[config.mk]
export PLATFORM = sky130hd
export DESIGN_NAME = sequential_multiplier
export DESIGN_NICKNAME = d
export VERILOG_FILES = /design/src/rtl/sequential_multiplier.sv
export SDC_FILE = /design/constraint.sdc
export NUM_CORES = 1
export LEC_CHECK = 0
export ABC_AREA = 1
export ABC_CLOCK_PERIOD_IN_PS = 4720
export CAP_MARGIN = 20
export CORE_ASPECT_RATIO = 1.75
export CORE_MARGIN = 10
export CORE_UTILIZATION = 45
export CTS_BUF_LIST = sky130_fd_sc_hd__clkbuf_16
export CTS_CLUSTER_SIZE = 24
export DETAILED_ROUTE_END_ITERATION = 16
export DONT_BUFFER_PORTS = 1
export HOLD_SLACK_MARGIN = 0.05
export PLACE_DENSITY = 0.57
export SYNTH_ARGS = -nofsm -noshare
export SYNTH_HDL_FRONTEND = slang
export SYNTH_SLANG_ARGS = --single-unit
[constraint.sdc]
create_clock -name clk -period 4.72 [get_ports clk]
set_input_delay 0.708 -clock clk [delete_from_list [all_inputs] [get_ports clk]]
set_output_delay 0.708 -clock clk [all_outputs]
set_load 0.03 [all_outputs]
[src/rtl/sequential_multiplier.sv]
// rtl/sequential_multiplier.sv - radix-2 Booth signed sequential multiplier, one step per clock
// Optional feature macro: SEQ_MULT_DONE_EN adds the 'done' output and its register.
// rst is synchronous, active-high and doubles as the load/start command.
// prod is never cleared by rst; it only changes on the completing Booth step.
// The zero encoding of the state register is IDLE, so a zero power-up state
// leaves the block idle with prod (and done) reading 0 until the first result.

module sequential_multiplier #(
  parameter int WIDTH = 32
) (
  input  logic                 clk,
  input  logic                 rst,
  input  logic [WIDTH-1:0]     in1,
  input  logic [WIDTH-1:0]     in2,
  output logic [2*WIDTH-1:0]   prod
`ifdef SEQ_MULT_DONE_EN
  ,
  output logic                 done
`endif
);

  localparam int CW = (WIDTH > 1) ? $clog2(WIDTH) : 1;
  localparam logic [CW-1:0] LAST_STEP = CW'(WIDTH - 1);

  typedef enum logic [1:0] {
    S_IDLE = 2'd0,
    S_LOAD = 2'd1,
    S_RUN  = 2'd2
  } state_t;

  state_t             state;
  logic [CW-1:0]      count;
  logic [WIDTH-1:0]   mcand;
  // One guard bit above the accumulator keeps A +/- M exact when M is the most negative value.
  logic [WIDTH:0]     acc;
  logic [WIDTH-1:0]   mplier;
  logic               q_prev;
  logic [2*WIDTH-1:0] prod_r;

  logic [WIDTH:0]     mcand_ext;
  logic [WIDTH:0]     sum;
  logic [WIDTH:0]     acc_next;
  logic [WIDTH-1:0]   mplier_next;
  logic               q_prev_next;

  // One Booth step: add/subtract the multiplicand per the recoded bit pair, then arithmetic shift right.
  always_comb begin
    mcand_ext = {mcand[WIDTH-1], mcand};
    case ({mplier[0], q_prev})
      2'b01:   sum = acc + mcand_ext;
      2'b10:   sum = acc - mcand_ext;
      default: sum = acc;
    endcase
    acc_next    = {sum[WIDTH], sum[WIDTH:1]};
    mplier_next = {sum[0], mplier[WIDTH-1:1]};
    q_prev_next = mplier[0];
  end

  // Load on rst, step through RUN, publish the product only on the last step, then hold in IDLE.
  always_ff @(posedge clk) begin
    if (rst) begin
      state  <= S_LOAD;
      mcand  <= in1;
      mplier <= in2;
      acc    <= '0;
      q_prev <= 1'b0;
      count  <= '0;
    end else begin
      case (state)
        S_LOAD, S_RUN: begin
          acc    <= acc_next;
          mplier <= mplier_next;
          q_prev <= q_prev_next;
          if (count == LAST_STEP) begin
            // The full product fits in 2*WIDTH bits, so the guard bit can be dropped here.
            prod_r <= {acc_next[WIDTH-1:0], mplier_next};
            state  <= S_IDLE;
          end else begin
            count <= count + 1'b1;
            state <= S_RUN;
          end
        end
        default: begin
          state <= S_IDLE;
        end
      endcase
    end
  end

  assign prod = prod_r;

`ifdef SEQ_MULT_DONE_EN
  logic done_r;

  // done rises with the completing step, holds through IDLE and drops on any rst edge.
  always_ff @(posedge clk) begin
    if (rst) begin
      done_r <= 1'b0;
    end else if ((state == S_LOAD || state == S_RUN) && count == LAST_STEP) begin
      done_r <= 1'b1;
    end
  end

  assign done = done_r;
`endif

endmodule

Yosys cells after proc, flatten, opt, wreduce, memory -nomap -nowiden
Cells that the tools add are included.
Storage, ports and cells
  bits in registers: 168
  input bits: 66
  output and inout port bits: 64
  word-level logic and storage cells: 29
Cells by class
  $add $sub $neg: 3
  equality and inequality tests: 5
  multiplexer cells: 5
  bitwise logic cells: 3
  reduce and logical (&&, ||, !) cells: 5
Operators with widths (count)
  33-bit case mux with 2 select lines: 1
  32-bit two-way mux: 2
  32-bit by 32-bit adder with 33-bit output: 1
  32-bit by 32-bit subtractor with 33-bit output: 1
  5-bit by 1-bit adder with 5-bit output (second input constant): 1
  5-bit == test (second input constant): 1
  2-bit by 1-bit == test with 1-bit output (second input constant): 2
  2-bit == test (second input constant): 2
  2-bit OR reduction: 2
  1-bit NOT: 3
  3-bit AND reduction: 1
  2-bit two-way mux: 1
  2-bit AND reduction: 1
  2-bit nonzero test: 1
  1-bit two-way mux: 1

Logic depth before layout (Yosys ltp)
Gate-level depths: netlist (run 1).
  depth in word-level cells: 4
  mapped depth: 24
  gate-level depth less buffers: 24

Worst setup path after synthesis (run 1)
OpenSTA, ideal clock, no wires.
  kind: input port to flip-flop
  start: in rst
  end: reg prod_r[0], in the netlist prod[0] (enable)
  library setup time: 486 ps
  arrival time: 3703 ps
  required time: 4234 ps
  setup slack: 531 ps
  stages: 3
  buffers on the path: 0
  path through: nor2_1 > inv_1 > nor2_1
Between the ends
  longest elaborated chain between the ends: 2
Ends and longest elaborated chain
  start: declaration: line 12  | input logic rst,
  1-bit NOT (no source line)
  3-bit AND reduction (no source line)
  end signal: assignment: line 76  | prod_r <= {acc_next[WIDTH-1:0], mplier_next};
  end: declaration: line 38  | logic [2*WIDTH-1:0] prod_r;
No other way between the ends.
A chain may end at the register's enable or synchronous reset.

Final worst setup path (run 1)
  start: reg mcand[4]
  end: reg prod_r[62], in the netlist prod[62], data pin
Between the ends
  longest elaborated chain between the ends: 2
  elaborated cells between the ends (all ways): 3
  those cells by class: 2 x add/sub; 1 x mux
Ends and longest elaborated chain
  start: declaration: line 33  | logic [WIDTH-1:0] mcand;
  start signal: assignment: line 63  | mcand <= in1;
  32-bit by 32-bit subtractor with 33-bit output or 32-bit by 32-bit adder with 33-bit output (tied branches): line 51, 50
  33-bit case mux with 2 select lines (*): line 49  | case ({mplier[0], q_prev})
  net sum[31]: line 41  | logic [WIDTH:0] sum;
Mark *: on every way through the listed nets, which the timed path passes. The rest lies on a longest branch.

==> summary.txt, run 1 <==
Outcome
  – Status: finished, final reports clean

Clocking
  – Worst skew pair latency: 0.43 ns
  – Clk slew on worst S/H paths: 0.07 ns
  – CTS tree: built
  – TritonCTS Buffers: 17
  – Resize count post-CTS: 0
  – Clock root buffer master: clkbuf_16
  – Sink Count: 168
  – Htree depth: 4
  – Cts hold-fix bufs: 0
  – Number of setup buffers added after CTS: 0
  – CTS Buffer Depth: 2

Power
  – Clock power frac: 0.287
  – Leak pwr: 4.25 nW
  – Peak supply drop: 0.320 mV
  – Internal: 0.00292 W
  – Combinational power share: 0.299
  – P_sw: 0.00157 W
  – Pwr dens: 454 nW/um^2
  – Flop pwr share: 0.414
  – Switching part of the total: 0.349
  – Overall Power: 0.00449 W

Layout
  – Layout cells sized above 1: 0.0737
  – Antenna diode count: 0
  – Most frequent cells in the layout: nand2_1, edfxtp_1, inv_1
  – Layout area overhead: 9.10%
  – Layout Nets: 1,163
  – Most common cell after layout, fill and taps aside: nand2_1

Synthesis
  – Most used DFF post-synth: edfxtp_1
  – Avg Cell Area, Syn: 8.57 sq um
  – Yosys cell types: 48
  – Synthesis Warnings: 0
  – Synthesized net count: 1,160
  – Cells after Synth: 1,057
  – Cell Area, Synth: 9060 sq um
  – Flops & latches, synth: 168
  – EDFF count, synth: 128
  – Register area share after synthesis: 0.513
  – Fraction of registers with async set/reset: 0

Critical path
  – CP startpoint kind: flop
  – Worst-path fanout max: 5
  – Reg2reg start: mcand[4]$_DFFE_PP_
  – Flop2flop setup slack: 0.92 ns
  – R2R depth: 17
  – Setup CP Type: reg2reg
  – Nature of the critical path endpoint: flop
  – Crit path required time: 4.91 ns
  – Crit path DAT: 3.99 ns
  – Crit path launch: mcand[4]$_DFFE_PP_

Timing
  – RSZ-0062 raised after global routing: no
  – Worst Tran Pin Value: 0.992 ns
  – Final setup fails: 0
  – Final Hold Vio Count: 0
  – Layout Skew: 0.00970 ns
  – Final Cycle Share: 0.804
  – Setup TNS Final: 0 ns
  – F_max: 263 MHz
  – Fin crit period: 3.80 ns
  – Max-slew violation count: 0
  – Slew headroom: 0.337

GRT
  – First-pass GRT wire length: 38,400 um
  – Routing usage on met2: 0.358
  – Largest net degree at the start of global routing: 73
  – Initial antenna violation count: 1
  – Overall routing resource usage: 0.189
  – Vias in the first global route: 7,193
  – Most Crowded Layer GR: met2
  – Routing usage on met1: 0.160
  – Total congestion overflow: 0
  – GR Util met3: 0.0470

Detailed routing
  – Routed vias/inst: 5.20
  – Vias: 6,854
  – Drt drc: 0
  – Antenna-violating nets left: 0
  – Initial DRC Count: 351
  – First-pass iteration count of the detailed router: 7
  – Drt total wl: 24,600 um
  – Drt wl/cell: 18.7 um

Min path
  – Worst hold path startpoint: rst
  – Hold depth: 0
  – Hold WC Path Type: in2reg

Run
  – Max Cap Viol: 0

Placed design
  – Dpl hpwl: 19,300 um
  – GPL Wtd Cong: 0.973
  – Port bufs: 0

Floorplanning
  – # rows: 68
  – Starting Density: 0.459
  – Die Width: 127 um
  – # IOs: 130
  – Die ar.: 26,400 sq um
  – Die Height: 208 um
  – Core ar.: 19,700 sq um
power by group through the flow:
stage               Combinational, W  Clock [W]  Sequential (W)
floorplan                   0.000999          0         0.00185
global placement             0.00134          0         0.00189
detailed placement           0.00134          0         0.00189
CTS                          0.00135    0.00133         0.00186
global route                 0.00151    0.00138         0.00187
finish                       0.00134    0.00129         0.00186
cells by family (layout without fill, tap and decap cells):
family          Yosys count  after routing  synth area share
compound gates          121            121            0.0810
buf+inv                 129            144            0.0543
fa+ha+maj                37             37            0.0519
xor+xnor                 33             33            0.0319
simple gates            569            569             0.268
flops                   168            168             0.513
cell type report:
class / instances / area, sq um
inverter: 106 / 398
tap: 245 / 307
clock inverter: 14 / 111
timing repair buffer: 7 / 65.1
multi-input combinational: 760 / 3930
fill: 1924 / 9860
sequential: 168 / 4640
clock buffer: 17 / 425
registers in the layout, indices dropped and copies added (netlist names):
register,cells
mcand,32
state,2
mplier,32
prod,64
count,5
q_prev,1
acc,32
Yosys cell counts, drive strengths merged (4+ instances only):
master	number	area, sq um
a21o	5	37.5
a21oi	45	233
a31oi	4	31.3
and2	7	46.3
buf	8	37.5
clkbuf	15	56.3
dfxtp	40	801
edfxtp	128	3840
ha	36	450
inv	105	394
nand2	356	1370
nand3	65	335
nand3b	6	45.0
nand4	6	37.5
nor2	93	369
nor3	12	65.1
nor4	6	37.5
o21a	4	37.5
o21ai	50	295
o21bai	7	52.6
or2	16	100
xnor2	13	114
xor2	20	175
per-layer routing:
layer / vias to the layer above / part of all wire
met2: 170 / 0.57
met4: 0 / 0.073
met5: - / 0
li1: 3493 / -
met1: 3131 / 0.32
met3: 60 / 0.044
critical path, stage by stage, from the launching register on:
cell	delay, ns
edfxtp_1	0.46
nor2_1	0.12
nand2_1	0.07
nor2_2	0.18
nand3_2	0.13
o21ai_4	0.23
nand2_4	0.09
nor2_4	0.12
xor2_1	0.43
ha_1	0.31
nand2_1	0.11
nor2_1	0.09
inv_1	0.07
nor4_1	0.58
a21oi_1	0.18
nand3_1	0.12
nand3_1	0.09
and2_1	0.16
worst paths after layout:
path	end
hold / removal	state[0]$_SDFF_PP1_
setup / recovery	prod[62]$_DFFE_PP_
setup reg to reg	prod[62]$_DFFE_PP_
hold reg to reg	prod[20]$_DFFE_PP_
metrics by stage:
step	instances	area [sq um]	setup slack, ns	hold WS, ns	utilization
5_1_grt	1317	9880	0.638	0.316	0.501
6_report	1317	9880	0.923	0.368	0.501
2_1_floorplan	1057	9060	0.531	0.423	-
3_3_place_gp	1286	9340	1.05	0.434	0.473
3_5_place_dp	1286	9340	0.983	0.435	0.473
4_1_cts	1317	9880	0.974	0.308	0.501
No activity file was read; power rests on OpenSTA's default activity.
==> inputs of run 2 (changes only) <==
--- a/config.mk
+++ b/config.mk
@@ -6,7 +6,7 @@
 export NUM_CORES = 1
 export LEC_CHECK = 0
 export ABC_AREA = 1
-export ABC_CLOCK_PERIOD_IN_PS = 4720
+export ABC_CLOCK_PERIOD_IN_PS = 3900
 export CAP_MARGIN = 20
 export CORE_ASPECT_RATIO = 1.75
 export CORE_MARGIN = 10
==> constraint.sdc (replaced) <==
create_clock -name clk -period 3.9 [get_ports clk]
set_input_delay 0.585 -clock clk [delete_from_list [all_inputs] [get_ports clk]]
set_output_delay 0.585 -clock clk [all_outputs]
set_load 0.03 [all_outputs]
==> run 2 against run 1 <==
  * Register-to-register slack worse by 0.72 ns
  * First-iteration DRC count down 6.0%
  * Design area about the same
  * Fmax up 2.7%
  * Clock skew about the same
  * Clock power up 18%
  * Count of clock-buffer cells in the layout unchanged
  * Via count up 0.71%
  * Combinational power up 22%
  * Largest power group unchanged
  * Highest routed layer unchanged
==> summary.txt, run 2 (synthesis gave the netlist of run 1 again) <==
Outcome
  – Status: finished, final reports clean

Critical path
  – Nature of the critical path endpoint: flop
  – Worst-path fanout max: 5 (unchanged)
  – Crit path DAT: 3.90 ns (-0.09 ns)
  – Crit path required time: 4.10 ns (-0.81 ns)
  – Flop2flop setup slack: 0.20 ns (-0.72 ns)
  – R2R depth: 17 (unchanged)
  – CP startpoint kind: flop
  – Reg2reg end: prod[58]$_DFFE_PP_
  – Setup CP Type: reg2reg
  – Reg2reg start: mcand[0]$_DFFE_PP_

Timing
  – Fin crit period: 3.70 ns (-0.0999 ns)
  – Slew headroom: 0.339 (+0.00244)
  – Setup TNS Final: 0 ns (unchanged)
  – F_max: 270 MHz (+2.7%)
  – Final Cycle Share: 0.948 (+0.144)
  – Max-slew violation count: 0 (unchanged)
  – Layout Skew: 0.00965 ns (-0.0000495 ns)
  – Final Hold Vio Count: 0 (unchanged)
  – RSZ-0062 raised after global routing: no
  – Worst Tran Pin Value: 0.985 ns (-0.00740 ns)
  – Final setup fails: 0 (unchanged)

Detailed routing
  – Routed vias/inst: 5.23 (+0.49%)
  – Drt total wl: 25,000 um (+1.4%)
  – Drt drc: 0 (unchanged)
  – Drt wl/cell: 18.9 um (+1.2%)
  – First-pass iteration count of the detailed router: 5 (-2)
  – Initial DRC Count: 330 (-6.0%)
  – Antenna-violating nets left: 0 (unchanged)
  – Vias: 6,903 (+0.71%)

Min path
  – Hold WC Path Type: in2reg
  – Hold depth: 0 (unchanged)
  – Worst hold path startpoint: rst
  – Hold EP: state[0]$_SDFF_PP1_

Placed design
  – Dpl hpwl: 19,400 um (+0.60%)
  – Port bufs: 0 (unchanged)
  – GPL Wtd Cong: 1.02 (+4.5%)

Layout
  – Layout Nets: 1,166 (+0.26%)
  – Share of the core filled with cells: 0.501 (about the same)
  – Most frequent cells in the layout: nand2_1, edfxtp_1, inv_1
  – Max FFs per register: 64 (unchanged)
  – Antenna diode count: 0 (unchanged)
  – Layout area overhead: 9.19% (about the same)
  – Most common cell after layout, fill and taps aside: nand2_1
  – Layout cells sized above 1: 0.0781 (+0.00445)

Clocking
  – TritonCTS Buffers: 17 (unchanged)
  – Worst skew pair latency: 0.44 ns (about the same)
  – Clock root buffer master: clkbuf_16
  – Htree depth: 4 (unchanged)
  – Sink Count: 168 (unchanged)
  – CTS Buffer Depth: 2 (unchanged)
  – Cts hold-fix bufs: 0 (unchanged)
  – CTS tree: built
  – Clk slew on worst S/H paths: 0.06 ns (about the same)

GRT
  – Vias in the first global route: 7,063 (-1.8%)
  – Overall routing resource usage: 0.189 (-0.000208)
  – Total congestion overflow: 0 (unchanged)
  – Largest net degree at the start of global routing: 73 (unchanged)
  – First-pass GRT wire length: 38,400 um (about the same)
  – Initial antenna violation count: 0 (-1)

Run
  – Max Cap Viol: 0 (unchanged)

Floorplanning
  – Core ar.: 19,700 sq um (unchanged)
  – Die Width: 127 um (unchanged)
  – Die Height: 208 um (unchanged)
  – Die ar.: 26,400 sq um (unchanged)
  – # rows: 68 (unchanged)
  – # IOs: 130 (unchanged)
  – Starting Density: 0.459 (unchanged)

Power
  – Leak pwr: 4.26 nW (about the same)
  – Peak supply drop: 0.363 mV (+13%)
  – Pwr dens: 547 nW/um^2 (+20%)
[run 2: cell count changes in the layout (fill, tap and decap cells not counted), sizes merged]
cell and delta:
buf +3, bufinv -1, clkinv -2, clkinvlp +1, inv +2
[run 2: power breakdown]
| group | switching [W] | total, W | internal [W] |
|---|---|---|---|
| logic | 0.00110 | 0.00164 | 0.000549 |
| registers | 0.000120 | 0.00225 | 0.00213 |
| clock network | 0.000715 | 0.00152 | 0.000800 |
| total | 0.00193 | 0.00541 | 0.00348 |
[run 2: layout make-up]
cell class,count,area (sq um)
fill,1925,9850
sequential,168,4640
multi-input combinational,760,3940
clock buffer,17,425
inverter,106,398
tap,245,307
timing repair buffer,10,87.6
clock inverter,14,86.3
[run 2: stage by stage]
stage | cells | power [W] | cell area (sq um) | setup WS, ns | hold WS, ns
6_report | 1320 | 0.00541 | 9890 | 0.203 | 0.231
5_1_grt | 1320 | 0.00571 | 9890 | 0.00535 | 0.201
4_1_cts | 1320 | 0.00544 | 9880 | 0.172 | 0.188
3_5_place_dp | 1289 | 0.00392 | 9370 | 0.195 | 0.435
2_1_floorplan | 1057 | 0.00344 | 9060 | 0.902 | 0.423
3_3_place_gp | 1289 | 0.00391 | 9370 | 0.188 | 0.435
[run 2: what timing repair did]
| action | in CTS | in global routing |
|---|---|---|
| endpoints found under the hold margin | 0 | 0 |
| setup endpoints to repair | 0 | 5 |
| resized for setup | 0 | 2 |
| buffers inserted | 0 | 0 |
[run 2: routing by layer]
| layer | wire length, um | part of all wire | global-route usage | vias up |
|---|---|---|---|---|
| met5 | 0 | 0 | 0 | - |
| met4 | 1170 | 0.047 | 0.105 | 0 |
| met3 | 997 | 0.040 | 0.0409 | 51 |
| met2 | 14300 | 0.57 | 0.366 | 173 |
| met1 | 8460 | 0.34 | 0.171 | 3176 |
| li1 | - | - | - | 3503 |
[run 2: worst max path at each step]
stage / from / end / slack [ns]
2_1_floorplan: rst / prod[0]$_DFFE_PP_ / 0.90
3_3_place_gp: mcand[0]$_DFFE_PP_ / prod[58]$_DFFE_PP_ / 0.19
3_5_place_dp: mcand[0]$_DFFE_PP_ / prod[58]$_DFFE_PP_ / 0.20
4_1_cts: mcand[0]$_DFFE_PP_ / prod[58]$_DFFE_PP_ / 0.17
5_1_grt: mcand[1]$_DFFE_PP_ / prod[58]$_DFFE_PP_ / 0.005
6_report: mcand[0]$_DFFE_PP_ / prod[58]$_DFFE_PP_ / 0.20
[run 2: critical path, stage by stage, from the launching register on]
cell      delay [ns]
edfxtp_1        0.39
inv_1           0.11
ha_1            0.17
nand2_1         0.13
nor2_4          0.19
nand3_1         0.12
o21ai_2         0.19
o21ai_0         0.14
xnor2_1         0.44
ha_1            0.38
a21oi_1         0.19
o21ai_0         0.22
o21bai_1        0.22
a21oi_1         0.17
nand2_1         0.07
nand2_1         0.05
nand3_1         0.09
and2_1          0.18
